**src/rtl/apbtoburst_fifo_bridge.sv**
```systemverilog
// rtl/apbtoburst_fifo_bridge.sv - APB slave with TX/RX FIFOs feeding a burst-master FSM
// Optional interrupt output enabled by defining APBTOBURST_IRQ_EN.
module apbtoburst_fifo_bridge #(
  parameter int DATA_W     = 32,
  parameter int ADDR_W     = 8,
  parameter int FIFO_DEPTH = 16,
  parameter int LEN_W      = $clog2(FIFO_DEPTH) + 1
) (
  input  logic              clk,
  input  logic              rst_n,
  input  logic [ADDR_W-1:0] paddr,
  input  logic              psel,
  input  logic              penable,
  input  logic              pwrite,
  input  logic [DATA_W-1:0] pwdata,
  output logic [DATA_W-1:0] prdata,
  output logic              plsverr,
  output logic              apb_rd_done,
  output logic              idle,
  output logic              burst_valid,
  input  logic              burst_ready,
  output logic [DATA_W-1:0] data_burst_out,
  output logic              burst_last,
  output logic [LEN_W-1:0]  db_length,
  input  logic              db_valid,
  output logic              db_ready,
  input  logic [DATA_W-1:0] data_burst_in,
  input  logic              last
`ifdef APBTOBURST_IRQ_EN
  ,
  output logic              irq
`endif
);

  localparam int PTR_W = $clog2(FIFO_DEPTH);
  localparam int EXT_W = (DATA_W > 32) ? DATA_W : 32;
  localparam logic [LEN_W-1:0] DEPTH_L = LEN_W'(FIFO_DEPTH);

  typedef enum logic [1:0] {S_IDLE, S_OUT, S_IN} state_t;

  state_t            state;
  logic [LEN_W-1:0]  beat_cnt;
  logic              seq_err;
  logic              irq_pend;

  logic [DATA_W-1:0] tx_mem [FIFO_DEPTH];
  logic [DATA_W-1:0] rx_mem [FIFO_DEPTH];
  logic [PTR_W-1:0]  tx_wp, tx_rp, rx_wp, rx_rp;
  logic [LEN_W-1:0]  tx_count, rx_count;

  // Register fields are picked out of a write word at least 32 bits wide.
  logic [EXT_W-1:0] wd;
  logic             unused_bits;
  assign wd          = EXT_W'(pwdata);
  assign unused_bits = ^wd;

  logic access, is_data, is_ctrl, is_stat, busy;
  assign access  = psel & penable;
  assign is_data = (paddr == ADDR_W'(0));
  assign is_ctrl = (paddr == ADDR_W'(4));
  assign is_stat = (paddr == ADDR_W'(8));
  assign busy    = ~idle;

  logic [LEN_W-1:0] ctrl_len;
  logic             ctrl_dir, ctrl_bad;
  assign ctrl_len = wd[LEN_W-1:0];
  assign ctrl_dir = wd[31];
  assign ctrl_bad = busy || (ctrl_len == '0) || (ctrl_len > DEPTH_L) ||
                    (!ctrl_dir && (ctrl_len > tx_count)) ||
                    ( ctrl_dir && (ctrl_len > (DEPTH_L - rx_count)));

  logic err, ctrl_go, stat_wr, tx_push, tx_pop, rx_push, rx_pop;
  assign err = access && (
                 (is_data &&  pwrite && (tx_count == DEPTH_L)) ||
                 (is_data && !pwrite && (rx_count == '0)) ||
                 (is_ctrl && (!pwrite || ctrl_bad)) ||
                 !(is_data || is_ctrl || is_stat));
  assign ctrl_go = access && is_ctrl && pwrite && !err;
  assign stat_wr = access && is_stat && pwrite;
  assign tx_push = access && is_data &&  pwrite && !err;
  assign rx_pop  = access && is_data && !pwrite && !err;
  assign tx_pop  = burst_valid && burst_ready;
  assign rx_push = db_valid && db_ready;

  assign db_ready       = (state == S_IN) && (rx_count != DEPTH_L);
  assign data_burst_out = tx_mem[tx_rp];

  logic in_final, seq_evt, done_evt;
  assign in_final = (beat_cnt == db_length - LEN_W'(1));
  assign seq_evt  = (state == S_IN) && rx_push && (last != in_final);
  assign done_evt = ((state == S_OUT) && tx_pop && burst_last) ||
                    ((state == S_IN) && rx_push && in_final);

  logic [EXT_W-1:0] status;
  // Assemble the STATUS word from live counts and sticky flags.
  always_comb begin
    status              = '0;
    status[LEN_W-1:0]   = tx_count;
    status[8 +: LEN_W]  = rx_count;
    status[24]          = busy;
    status[25]          = seq_err;
    status[26]          = irq_pend;
  end

  // Zero-wait-state read data and error, only driven in the access phase.
  always_comb begin
    prdata  = '0;
    plsverr = err;
    if (access && !pwrite && !err) begin
      if (is_data)      prdata = rx_mem[rx_rp];
      else if (is_stat) prdata = status[DATA_W-1:0];
    end
  end

  // FIFO storage needs no reset; pointers define what is valid.
  always_ff @(posedge clk) begin
    if (tx_push) tx_mem[tx_wp] <= pwdata;
    if (rx_push) rx_mem[rx_wp] <= data_burst_in;
  end

  // FIFO pointers and occupancy; simultaneous push and pop leave the count unchanged.
  always_ff @(posedge clk or negedge rst_n) begin
    if (!rst_n) begin
      tx_wp <= '0; tx_rp <= '0; tx_count <= '0;
      rx_wp <= '0; rx_rp <= '0; rx_count <= '0;
    end else begin
      if (tx_push) tx_wp <= tx_wp + PTR_W'(1);
      if (tx_pop)  tx_rp <= tx_rp + PTR_W'(1);
      if (rx_push) rx_wp <= rx_wp + PTR_W'(1);
      if (rx_pop)  rx_rp <= rx_rp + PTR_W'(1);
      tx_count <= tx_count + LEN_W'(tx_push) - LEN_W'(tx_pop);
      rx_count <= rx_count + LEN_W'(rx_push) - LEN_W'(rx_pop);
    end
  end

  // Burst FSM with registered handshake/status outputs and sticky sequence error.
  always_ff @(posedge clk or negedge rst_n) begin
    if (!rst_n) begin
      state       <= S_IDLE;
      beat_cnt    <= '0;
      db_length   <= '0;
      idle        <= 1'b1;
      burst_valid <= 1'b0;
      burst_last  <= 1'b0;
      apb_rd_done <= 1'b0;
      seq_err     <= 1'b0;
    end else begin
      apb_rd_done <= 1'b0;
      seq_err     <= seq_evt || (seq_err && !(stat_wr && wd[25]));
      case (state)
        S_IDLE: if (ctrl_go) begin
          state       <= ctrl_dir ? S_IN : S_OUT;
          db_length   <= ctrl_len;
          beat_cnt    <= '0;
          idle        <= 1'b0;
          burst_valid <= !ctrl_dir;
          burst_last  <= !ctrl_dir && (ctrl_len == LEN_W'(1));
        end
        S_OUT: if (tx_pop) begin
          if (burst_last) begin
            state       <= S_IDLE;
            idle        <= 1'b1;
            burst_valid <= 1'b0;
            burst_last  <= 1'b0;
          end else begin
            beat_cnt   <= beat_cnt + LEN_W'(1);
            burst_last <= (beat_cnt + LEN_W'(2)) == db_length;
          end
        end
        S_IN: if (rx_push) begin
          if (in_final) begin
            state       <= S_IDLE;
            idle        <= 1'b1;
            apb_rd_done <= 1'b1;
          end else begin
            beat_cnt <= beat_cnt + LEN_W'(1);
          end
        end
        default: state <= S_IDLE;
      endcase
    end
  end

`ifdef APBTOBURST_IRQ_EN
  // Pending interrupt: completion or sequence error sets it, set wins over clear.
  always_ff @(posedge clk or negedge rst_n) begin
    if (!rst_n) irq_pend <= 1'b0;
    else        irq_pend <= seq_evt || done_evt || (irq_pend && !(stat_wr && wd[26]));
  end
  assign irq = irq_pend;
`else
  logic unused_done;
  assign unused_done = done_evt;
  assign irq_pend    = 1'b0;
`endif

endmodule

```
**config.mk**
```make
export PLATFORM = sky130hd
export DESIGN_NAME = apbtoburst_fifo_bridge
export DESIGN_NICKNAME = d
export VERILOG_FILES = /design/src/rtl/apbtoburst_fifo_bridge.sv
export SDC_FILE = /design/constraint.sdc
export NUM_CORES = 1
export LEC_CHECK = 0
export BUFFER_PORTS_ARGS = -buffer_cell sky130_fd_sc_hd__buf_2
export CAP_MARGIN = 15
export CORE_MARGIN = 4
export CORE_UTILIZATION = 56
export DETAILED_ROUTE_END_ITERATION = 10
export PLACE_DENSITY = 0.81
export SLEW_MARGIN = 20
export SYNTH_ARGS = -nofsm -noshare
export SYNTH_HDL_FRONTEND = slang
export SYNTH_SLANG_ARGS = --single-unit
```
**constraint.sdc**
```tcl
create_clock -name clk -period 3.3 [get_ports clk]
set_input_delay 0.33 -clock clk [delete_from_list [all_inputs] [get_ports clk]]
set_output_delay 0.33 -clock clk [all_outputs]
set_load 0.02 [all_outputs]
```
==> results <==
- The cell count after synthesis came out at 1814.
- In this run the most critical hold path is launched from pwdata[21].
- After routing the design area is 49600 um^2.
- The final worst setup slack is -0.572 ns.
- Setup repair after global routing could not meet its margin everywhere.
- The total clock buffers created by CTS is 102.
- The setup total negative slack is -8.86 ns.
- The clock reaches the later pin of the worst-skew pair after ~0.68 ns.
- In this run the deepest clock path goes through 3 buffers.
- The worst reg2reg path startpoint is rx_count[1]$_DFF_PN0_.
- Clock tree synthesis found a total of 1067 sinks.
- Relative to the synthesized area, the layout overhead comes to 18.7%.
- The largest fanout of any net on the critical path is 6.
- After clock tree synthesis, the clock-pin slew on the worst setup and hold paths is ~0.06 ns.
- The wire length per cell after detailed routing is 32.9 um.
- Subtracting the final worst setup slack from the clock period gives approximately 3.9 ns.
- Averaged over all synthesized cells, the footprint is 23.1 um^2.
- Counting the fill cells in the layout gives about 4300.
- The library cell used most frequently in the layout, excluding fill and tap cells, is sky130_fd_sc_hd__edfxtp_1.
- The die is 281 um wide.
- The power density over cell area is 661 nW/um^2.
- The final-stage net count is ~2300.
- The clock tree synthesis step divided the H-tree into 3 levels.
- In this run the vertical extent of the chip is approximately 280 um.
- The via count of the first global-routing pass was 22110.
- In the routed layout, each cell is associated on average with a via count of between 6 and 7.
- The maximum VDD drop is 0.000535 V.
- In this run the cell area measured after placement is 44800 um^2.
- For this run, the number of Yosys warnings is 0.
- The routability-driven placement congestion ratio is 0.815.
- TritonCTS built the clock tree.
- The number of maximum-capacitance violations is 0.
- Sequential elements use 76.1% of the synthesized area.
- The async set or reset register ratio after synthesis is under 10%.
- The first global-routing pass estimated 152 mm of wire.
- The area of the mapped netlist is 41800 um^2.
- The floorplan step defined a die boundary enclosing 79100 um^2.
- At the placement stage, the worst setup path has a slack of -0.0268 ns.
- The total setup violations reported at the end of the flow is 33.
- In the routed design, unresolved DRC markers number 0.
- The max-slew violation total from the final report is 0.
- The number of design-rule violations left by the first detailed-router iteration is approximately 2600.
- After synthesis, the cell types taking the most area are sky130_fd_sc_hd__edfxtp_1 74%, sky130_fd_sc_hd__mux4_2 17%, sky130_fd_sc_hd__dfrtp_1 2.5%.
- The fraction of final layout cells sized beyond drive strength 1 is 39.6%.
- Summing over every cut layer, the via total after detailed routing is 20765.
- Entering global routing, the biggest net connects 44 pins.
- The total count of hold-check failures in the final report came to 0.
- The post-synthesis cell type with the largest combined area is sky130_fd_sc_hd__edfxtp_1.
- Global routing finished with a remaining overflow of 0.
- The worst hold margin is approximately 0.034 ns.
- The launch point of the worst path is rx_count[1]$_DFF_PN0_.
- The number of antenna violations at the first check in global routing is 7.
- The critical path class is reg -> out.
- The worst pin sits at a relative slew slack of 50.2%.
- The wire-length estimate of the detail-placed layout is 53.6 mm.
- STA classifies the critical path startpoint as a register.
- In this run the static leakage power is 16.1 nW.
- When the netlist entered floorplanning its net count stood at 1939.
- The final worst clock skew is roughly 0.032 ns.
- The top cell types in the final layout, fill and taps aside, are 1024 x sky130_fd_sc_hd__edfxtp_1, 320 x sky130_fd_sc_hd__mux4_2, 120 x sky130_fd_sc_hd__buf_2, 104 x sky130_fd_sc_hd__clkbuf_16, 62 x sky130_fd_sc_hd__buf_4.
- The utilization of the core after routing is approximately two thirds.
- The aggregate routed wire length is 105 mm.
- The first detailed-routing pass took 5 iterations.
- The tree is rooted in a sky130_fd_sc_hd__clkbuf_16.
- The post-route total power is 32.8 mW.
- At the pin with the least slew margin, the transition time is 0.748 ns.
- The number of synthesized register bits is 1067.
- The core region is 73500 um^2.
- The dominant register cell in the synthesized netlist is sky130_fd_sc_hd__edfxtp_1.
- The total global routing track utilization is 26.6%.
- Based on the critical path, the design can be clocked at up to ~260 MHz.
- The worst path required time is roughly 3.0 ns.
- The count of input and output buffers is 154.
- The worst setup path is captured at an output port.
- The initial utilization of the core area, before any placement, comes to 56.9%.
- The count of distinct cell types in the synthesized netlist is 61.
- Of the available clock period, the critical path in the final layout requires 117%.
- The I/O pin total is 155.
- The post-detailed-route count of antenna-violating nets is 0.
- The run finished, with violations left.
- The tightest min-delay check is of the in -> reg type.
- The count of flip-flops with a built-in enable after synthesis is 1024.
- The post-layout instance count excluding filler cells is 3191.
- In this run the biggest area consumer among cell types represents 73.5% of the synthesized area.
- The cell count after placement is 2933.
- The checks that failed: setup timing.
- Data on the critical path arrives at its endpoint at 3.54 ns.
- The floorplan row count is 99.
==> cell usage after synthesis (8+ instances only) <==
| cell | instances |
|---|---|
| sky130_fd_sc_hd__a22oi_1 | 12 |
| sky130_fd_sc_hd__and2_1 | 29 |
| sky130_fd_sc_hd__and3_1 | 30 |
| sky130_fd_sc_hd__buf_1 | 14 |
| sky130_fd_sc_hd__buf_2 | 18 |
| sky130_fd_sc_hd__clkbuf_1 | 54 |
| sky130_fd_sc_hd__dfrtp_1 | 42 |
| sky130_fd_sc_hd__edfxtp_1 | 1024 |
| sky130_fd_sc_hd__ha_1 | 43 |
| sky130_fd_sc_hd__inv_1 | 33 |
| sky130_fd_sc_hd__mux4_2 | 320 |
| sky130_fd_sc_hd__nand2_1 | 27 |
| sky130_fd_sc_hd__nand3_1 | 8 |
| sky130_fd_sc_hd__nor2_1 | 30 |
| sky130_fd_sc_hd__xnor2_1 | 20 |
| sky130_fd_sc_hd__xor2_1 | 12 |
==> critical path: stages (launching register included) <==
cell and delay [ns]:
sky130_fd_sc_hd__dfrtp_1 0.38, sky130_fd_sc_hd__inv_2 0.08, sky130_fd_sc_hd__ha_4 0.16, sky130_fd_sc_hd__and2_4 0.16, sky130_fd_sc_hd__ha_4 0.27, sky130_fd_sc_hd__ha_4 0.21
sky130_fd_sc_hd__nand3_4 0.10, sky130_fd_sc_hd__o21bai_4 0.14, sky130_fd_sc_hd__a31oi_4 0.19, sky130_fd_sc_hd__o41ai_4 0.50, sky130_fd_sc_hd__nand4_1 0.24, sky130_fd_sc_hd__buf_6 0.22
sky130_fd_sc_hd__nor2_4 0.10, sky130_fd_sc_hd__buf_6 0.13
==> kinds of logic after synthesis <==
logic type                 Yosys count  share of synthesized area [%]
DFF                               1067                           76.1
adders and majority gates           45                           1.38
buffers and inverters              121                           1.19
xor gates and xnor gates            33                          0.724
and+or+nand+nor                    165                           2.18
AOI/OAI and AO/OA                   54                          0.937
muxes                              329                           17.5
==> state kept, by name (all words and copies together), names as in the netlist <==
register	flops
burst_valid	1
tx_wp	4
rx_rp	4
idle	1
beat_cnt	5
rx_wp	4
burst_last	1
tx_mem	512
rx_mem	512
db_length	5
rx_count	5
apb_rd_done	1
tx_rp	4
seq_err	1
tx_count	5
state	2
==> area by class of cell <==
type / instances / area (um^2) / area share [%]
sequential: 1067 / 31800 / 64.2
clock inverter: 70 / 669 / 1.35
timing repair buffer: 309 / 3210 / 6.47
clock buffer: 121 / 2680 / 5.39
antenna: 5 / 12.5 / 0.0252
tap: 959 / 1200 / 2.42
inverter: 34 / 133 / 0.267
multi-input combinational: 626 / 9890 / 19.9
==> routing by layer <==
layer	up-vias	track usage (%)	share of wire (%)
met5	-	0	0.026
met4	4	9.17	3.5
met3	250	5.47	8.9
met2	1293	47.2	54
met1	10870	33.1	34
li1	8348	-	-
==> worst paths after layout <==
kind                       slack, ns  depth (start not counted)                      end
hold reg to reg                 0.55                          1     rx_wp[3]$_DFFE_PN0P_
max in group asynchronous       2.57                          2     rx_rp[0]$_DFFE_PN0P_
hold / removal                  0.03                          1  tx_mem[4][21]$_DFFE_PP_
setup / recovery               -0.57                         13               prdata[25]
min in group asynchronous       0.21                          2    apb_rd_done$_DFF_PN0_
setup reg to reg                0.07                         13  beat_cnt[0]$_DFFE_PN0P_
==> power breakdown <==
part	leakage (nW)	switching, mW	internal (mW)	total [mW]
sequential	9.72	0.299	14.9	15.2
combinational	4.77	2.95	3.00	5.94
clock	1.65	5.11	6.55	11.7
==> timing repair <==
| action | 4_1_cts | 5_1_grt |
|---|---|---|
| hold buffers | 11 | 0 |
| cloned | 10 | 1 |
| endpoints found under the hold margin | 108 | 0 |
| endpoints found under the setup margin | 34 | 37 |
| buffers inserted | 33 | 12 |
| pin swaps | 8 | 18 |
| gates resized for setup | 118 | 61 |
Note: power is estimated with default switching activity, not from simulation.
